**src/rtl/vga_scanout.sv**
```systemverilog
// VGA timing generator and frame-memory scanout: stage 0 counters, stage 1 read request,
// stage 3 read data, stage 4 registered colour/syncs (4-clock pipeline).
module vga_scanout #(
    parameter int H_ACTIVE  = 640,
    parameter int H_FP      = 16,
    parameter int H_SYNC    = 96,
    parameter int H_BP      = 48,
    parameter int V_ACTIVE  = 480,
    parameter int V_FP      = 10,
    parameter int V_SYNC    = 2,
    parameter int V_BP      = 33,
    parameter int DATA_SIZE = 4
) (
    input  logic                        clock,
    input  logic                        reset,
    input  logic                        display_en,
    output logic                        rd_en,
    output logic [18:0]                 rd_addr,
    input  logic signed [DATA_SIZE-1:0] rd_data,
    output logic                        hsync,
    output logic                        vsync,
    output logic                        blank_n,
    output logic [7:0]                  red,
    output logic [7:0]                  green,
    output logic [7:0]                  blue,
    output logic                        frame_done
);

    localparam int H_TOTAL = H_ACTIVE + H_FP + H_SYNC + H_BP;
    localparam int V_TOTAL = V_ACTIVE + V_FP + V_SYNC + V_BP;
    localparam int HW      = $clog2(H_TOTAL);
    localparam int VW      = $clog2(V_TOTAL);

    localparam logic [HW-1:0] H_LAST     = HW'(H_TOTAL - 1);
    localparam logic [HW-1:0] H_ACT      = HW'(H_ACTIVE);
    localparam logic [HW-1:0] H_ACT_LAST = HW'(H_ACTIVE - 1);
    localparam logic [HW-1:0] HS_BEG     = HW'(H_ACTIVE + H_FP);
    localparam logic [HW-1:0] HS_END     = HW'(H_ACTIVE + H_FP + H_SYNC);
    localparam logic [VW-1:0] V_LAST     = VW'(V_TOTAL - 1);
    localparam logic [VW-1:0] V_ACT      = VW'(V_ACTIVE);
    localparam logic [VW-1:0] V_ACT_LAST = VW'(V_ACTIVE - 1);
    localparam logic [VW-1:0] VS_BEG     = VW'(V_ACTIVE + V_FP);
    localparam logic [VW-1:0] VS_END     = VW'(V_ACTIVE + V_FP + V_SYNC);

    typedef struct packed {
        logic hs;
        logic vs;
        logic blank;
        logic de;
        logic fd;
    } ctl_t;

    localparam ctl_t CTL_RESET = '{hs: 1'b1, vs: 1'b1, blank: 1'b0, de: 1'b0, fd: 1'b0};

    logic [HW-1:0] h_count;
    logic [VW-1:0] v_count;
    logic [18:0]   pix_cnt;
    logic [18:0]   base_addr;
    logic          active0;
    ctl_t          ctl0, ctl1, ctl2, ctl3;
    logic [7:0]    scaled;
    logic [7:0]    red_c, green_c, blue_c;

    always_ff @(posedge clock) begin
        if (reset) begin
            h_count <= '0;
            v_count <= '0;
        end else if (h_count == H_LAST) begin
            h_count <= '0;
            v_count <= (v_count == V_LAST) ? '0 : v_count + 1'b1;
        end else begin
            h_count <= h_count + 1'b1;
        end
    end

    // The pixel counter restarts at the top-left pixel, so the address there is forced to 0.
    always_comb begin
        active0   = (h_count < H_ACT) && (v_count < V_ACT);
        base_addr = (h_count == '0 && v_count == '0) ? '0 : pix_cnt;
        ctl0.hs    = !((h_count >= HS_BEG) && (h_count < HS_END));
        ctl0.vs    = !((v_count >= VS_BEG) && (v_count < VS_END));
        ctl0.blank = active0;
        ctl0.de    = display_en;
        ctl0.fd    = (h_count == H_ACT_LAST) && (v_count == V_ACT_LAST);
    end

    always_ff @(posedge clock) begin
        if (reset) begin
            rd_en   <= 1'b0;
            rd_addr <= '0;
            pix_cnt <= '0;
            ctl1    <= CTL_RESET;
            ctl2    <= CTL_RESET;
            ctl3    <= CTL_RESET;
        end else begin
            rd_en   <= active0 && display_en;
            if (active0 && display_en)
                rd_addr <= base_addr;
            pix_cnt <= active0 ? base_addr + 19'd1 : base_addr;
            ctl1    <= ctl0;
            ctl2    <= ctl1;
            ctl3    <= ctl2;
        end
    end

    // Read data returning now belongs to the pixel held in ctl3.
    always_comb begin
        scaled  = {5'd0, rd_data[2:0]} * 8'd36;
        red_c   = '0;
        green_c = '0;
        blue_c  = '0;
        if (ctl3.blank && ctl3.de && !rd_data[DATA_SIZE-1]) begin
            red_c   = scaled;
            green_c = 8'd255 - scaled;
            blue_c  = 8'h80;
        end
    end

    always_ff @(posedge clock) begin
        if (reset) begin
            hsync      <= 1'b1;
            vsync      <= 1'b1;
            blank_n    <= 1'b0;
            frame_done <= 1'b0;
            red        <= '0;
            green      <= '0;
            blue       <= '0;
        end else begin
            hsync      <= ctl3.hs;
            vsync      <= ctl3.vs;
            blank_n    <= ctl3.blank;
            frame_done <= ctl3.fd;
            red        <= red_c;
            green      <= green_c;
            blue       <= blue_c;
        end
    end

endmodule
```
**config.mk**
```make
export PLATFORM = sky130hd
export DESIGN_NAME = vga_scanout
export DESIGN_NICKNAME = d
export VERILOG_FILES = /design/src/rtl/vga_scanout.sv
export SDC_FILE = /design/constraint.sdc
export NUM_CORES = 1
export LEC_CHECK = 0
export ABC_AREA = 1
export CORE_MARGIN = 3
export CORE_UTILIZATION = 25
export DETAILED_ROUTE_END_ITERATION = 12
export GPL_TIMING_DRIVEN = 0
export PLACE_DENSITY = 0.54
export SKIP_LAST_GASP = 1
export SLEW_MARGIN = 30
export SYNTH_ARGS = -nofsm -noshare
export SYNTH_HDL_FRONTEND = slang
export SYNTH_SLANG_ARGS = --single-unit
```
**constraint.sdc**
```tcl
create_clock -name clock -period 2.1 [get_ports clock]
set_clock_uncertainty 0.05 [all_clocks]
set_input_delay 0.42 -clock clock [delete_from_list [all_inputs] [get_ports clock]]
set_output_delay 0.42 -clock clock [all_outputs]
set_load 0.03 [all_outputs]
```
==> impl_metrics.ini <==
[drt]
drt-total-wl_um = 8690
postRouteAntennaNets = 0
vias = 3198
viasPerCell = 4.316
drc = 0
drt-wirelength-per-cell_um = 11.73
first_iter_violations = 176
dr.pass1.iters = 4

[sta]
rsz0062_at_grt = yes
period_share = 0.9892
finalHoldViolCount = 0
fin_crit_ns = 2.077
worst_slack_ns = 0.02275
setup_viol = 0
slew_headroom = 0.6504
timing.fmax_mhz = 481.4
worstMarginPinSlew_ns = 0.5244
slew_viol_final = 0
setup_tns_ns = 0
whs_ns = 0.3503

[global_routing]
gr-total-overflow = 0
grt_max_degree = 14
grt_pass1_wl_um = 14660
grt_pass1_vias = 3038
grt.total_usage = 0.1094
antenna_found_initial = 0

[layout]
finish.utilization = 0.3495
finalNonFillerCells = 741
seqCellArea_um2 = 1729
drive_gt1_frac = 0.2496
diodes = 0
fill_cells = 1493
postLayoutCellArea_um2 = 5117
multiInputGateArea_um2 = 1782
num-nets-final = 565
areaGrowthSynthToFinish_pct = 36.20

[power_and_ir_drop]
power_frac_clock = 0.470
power.share.combinational = 0.093
power.switching_mw = 0.8618
pwr-share-seq = 0.438
intPower_mw = 2.992
p_leak_nw = 2.024
sw_frac_of_total = 0.2236
p_total_mw = 3.853
irDropWorstVdd_v = 0.0005508
power_density_nw_per_um2 = 753.0

[clock_tree]
clock_latency_ns = 0.34
cts_buffer_depth = 2
cts.reportedPaths.clkPinSlew_ns = 0.06
clockRootBuffer = clkbuf_16
cts_hold_buf = 0
clock-sinks = 86
htreeDepth = 3
numCtsBuffers = 9
cts_tree = built

[worst_setup_path]
critPathKind = reg -> reg
required_ns = 2.28
crit_top_cell = nor2_4
cp_slowest_stage_delay_ns = 0.36
critPathTopFamily = simple AND/OR/NAND/NOR gates
path_max_fanout = 5
arrival_ns = 2.26
slowest_stage = dfxtp_4
path_cells = inv_4 -> ha_4 -> nand2_2 -> inv_2 -> nand2_2 -> nor2_4 -> nand3_4 -> buf_8 -> nand2_4 -> inv_4 -> ha_4 -> nand3_4 -> nor2_4 -> nand2_4 -> nor2_4 -> nand2_1 -> o21ai_1 -> nor2_1
critPathLaunchType = flop
cp-end-kind = flop
critPathBufInv = 4

[outcome]
status = finished, final reports clean

[floorplan]
ioPinCount = 55
start_util = 0.2566
die_w_um = 128.6
die_y_um = 128.6
die_area_um2 = 16540
coreArea_um2 = 14640
rows = 44

[placement]
placed_cells = 708
numPortBuffers = 44
pre_cts_slack_ns = -0.3394
place_hpwl_um = 6154
placed_area_um2 = 4476
place_congestion = 0.8304

[synthesis]
synth_seq_cells = 86
ys_types = 43
synth-edff-count = 0
synth_area_leader_cell = dfxtp_1
netlist_instances = 472
ys_warn_count = 0
ys_top_cells_by_area = dfxtp_1 46%, nor2_1 6.4%, nand2_1 6.1%
async_flop_share = 0
syn_avg_cell_area_um2 = 7.960
synth_seq_area_share = 0.4582
synth_ff_type = dfxtp_1
synth_top_area_frac = 0.4582
netlist_area_um2 = 3757

[hold_path]
hold_path.class = reg -> reg

[run]
drv_cap = 0
==> flip-flops by register name, summed over array words and instances, names as in the netlist, 3 cells and up <==
name,count
h_count,10
ctl1,5
v_count,10
green,4
ctl2,5
pix_cnt,19
ctl3,5
rd_addr,19
red,3
==> area by class of cell <==
class | instances | share of cell area
Multi-Input combinational cell | 305 | 0.3482
Sequential cell | 86 | 0.3379
Timing Repair Buffer | 62 | 0.1164
Clock buffer | 11 | 0.04743
Tap cell | 184 | 0.04499
Inverter | 59 | 0.04425
Buffer | 30 | 0.04230
Clock inverter | 4 | 0.01858
==> repair_timing <==
action	CTS	global route
endpoints found under the setup margin	8	36
pin swaps	11	15
gates resized for setup	20	23
setup buffers	13	5
==> worst reg2reg max path: stages, from the launching register on <==
cell	delay, ns
dfxtp_4	0.36
inv_4	0.04
ha_4	0.15
nand2_2	0.06
inv_2	0.03
nand2_2	0.06
nor2_4	0.04
nand3_4	0.07
buf_8	0.12
nand2_4	0.05
inv_4	0.06
ha_4	0.14
nand3_4	0.08
nor2_4	0.14
nand2_4	0.08
nor2_4	0.19
nand2_1	0.07
o21ai_1	0.13
nor2_1	0.05
==> placed cells by master (no fill, tap or decap), drive strengths merged, types with 9 or more instances in the layout <==
cell and n:
nor2 85, dfxtp 86, nor3 10, clkbuf 18, a21oi 31, clkdlybuf4s50 44, nand2 73, buf 41
nand3 24, conb 9, inv 57, o21ai 32
==> cell families (layout without fill, tap and decap cells) <==
family | Yosys count | in the layout | synth area share
DFF | 86 | 86 | 0.4582
buffers and inverters | 89 | 166 | 0.1145
other | 1 | 9 | 0.0009980
and+or+nand+nor | 214 | 214 | 0.2954
adders and majority gates | 5 | 5 | 0.01665
xor gates and xnor gates | 4 | 4 | 0.009323
AOI/OAI and AO/OA | 73 | 73 | 0.1049
==> per-layer routing <==
metal,vias up,wire (um),global-route usage,share of wire
met5,-,0,0,0
met4,0,140,0.04632,0.016
met3,10,416,0.02532,0.048
met2,64,3887,0.1692,0.45
met1,1476,4245,0.1469,0.49
li1,1648,-,-,-
==> synth_stat cells, drive strengths merged, types with 2 or more instances <==
cell    count
nor4        6
xor2        4
inv        57
nand2      73
buf        23
clkinv      2
dfxtp      86
nand3      24
or2         7
ha          5
clkbuf      7
nand4       8
nor3       10
nor2       85
a21oi      31
o21ai      32
==> path summary, 6_finish.rpt <==
kind,start,to,slack (ns),cells after the start
hold reg to reg,ctl3[0],frame_done,0.35,2
setup / recovery,v_count[0],pix_cnt[12],0.02,18
hold / removal,ctl3[0],frame_done,0.35,2
setup reg to reg,v_count[0],pix_cnt[12],0.02,18
==> power groups by stage <==
stage	Clock (mW)	Combinational, mW	Sequential, mW
finish	1.81	0.358	1.69
global route	1.93	0.388	1.69
CTS	1.85	0.351	1.69
detailed placement	0	0.316	1.72
global placement	0	0.315	1.72
floorplan	0	0.180	1.76
Note: power is estimated with default switching activity, not from simulation.
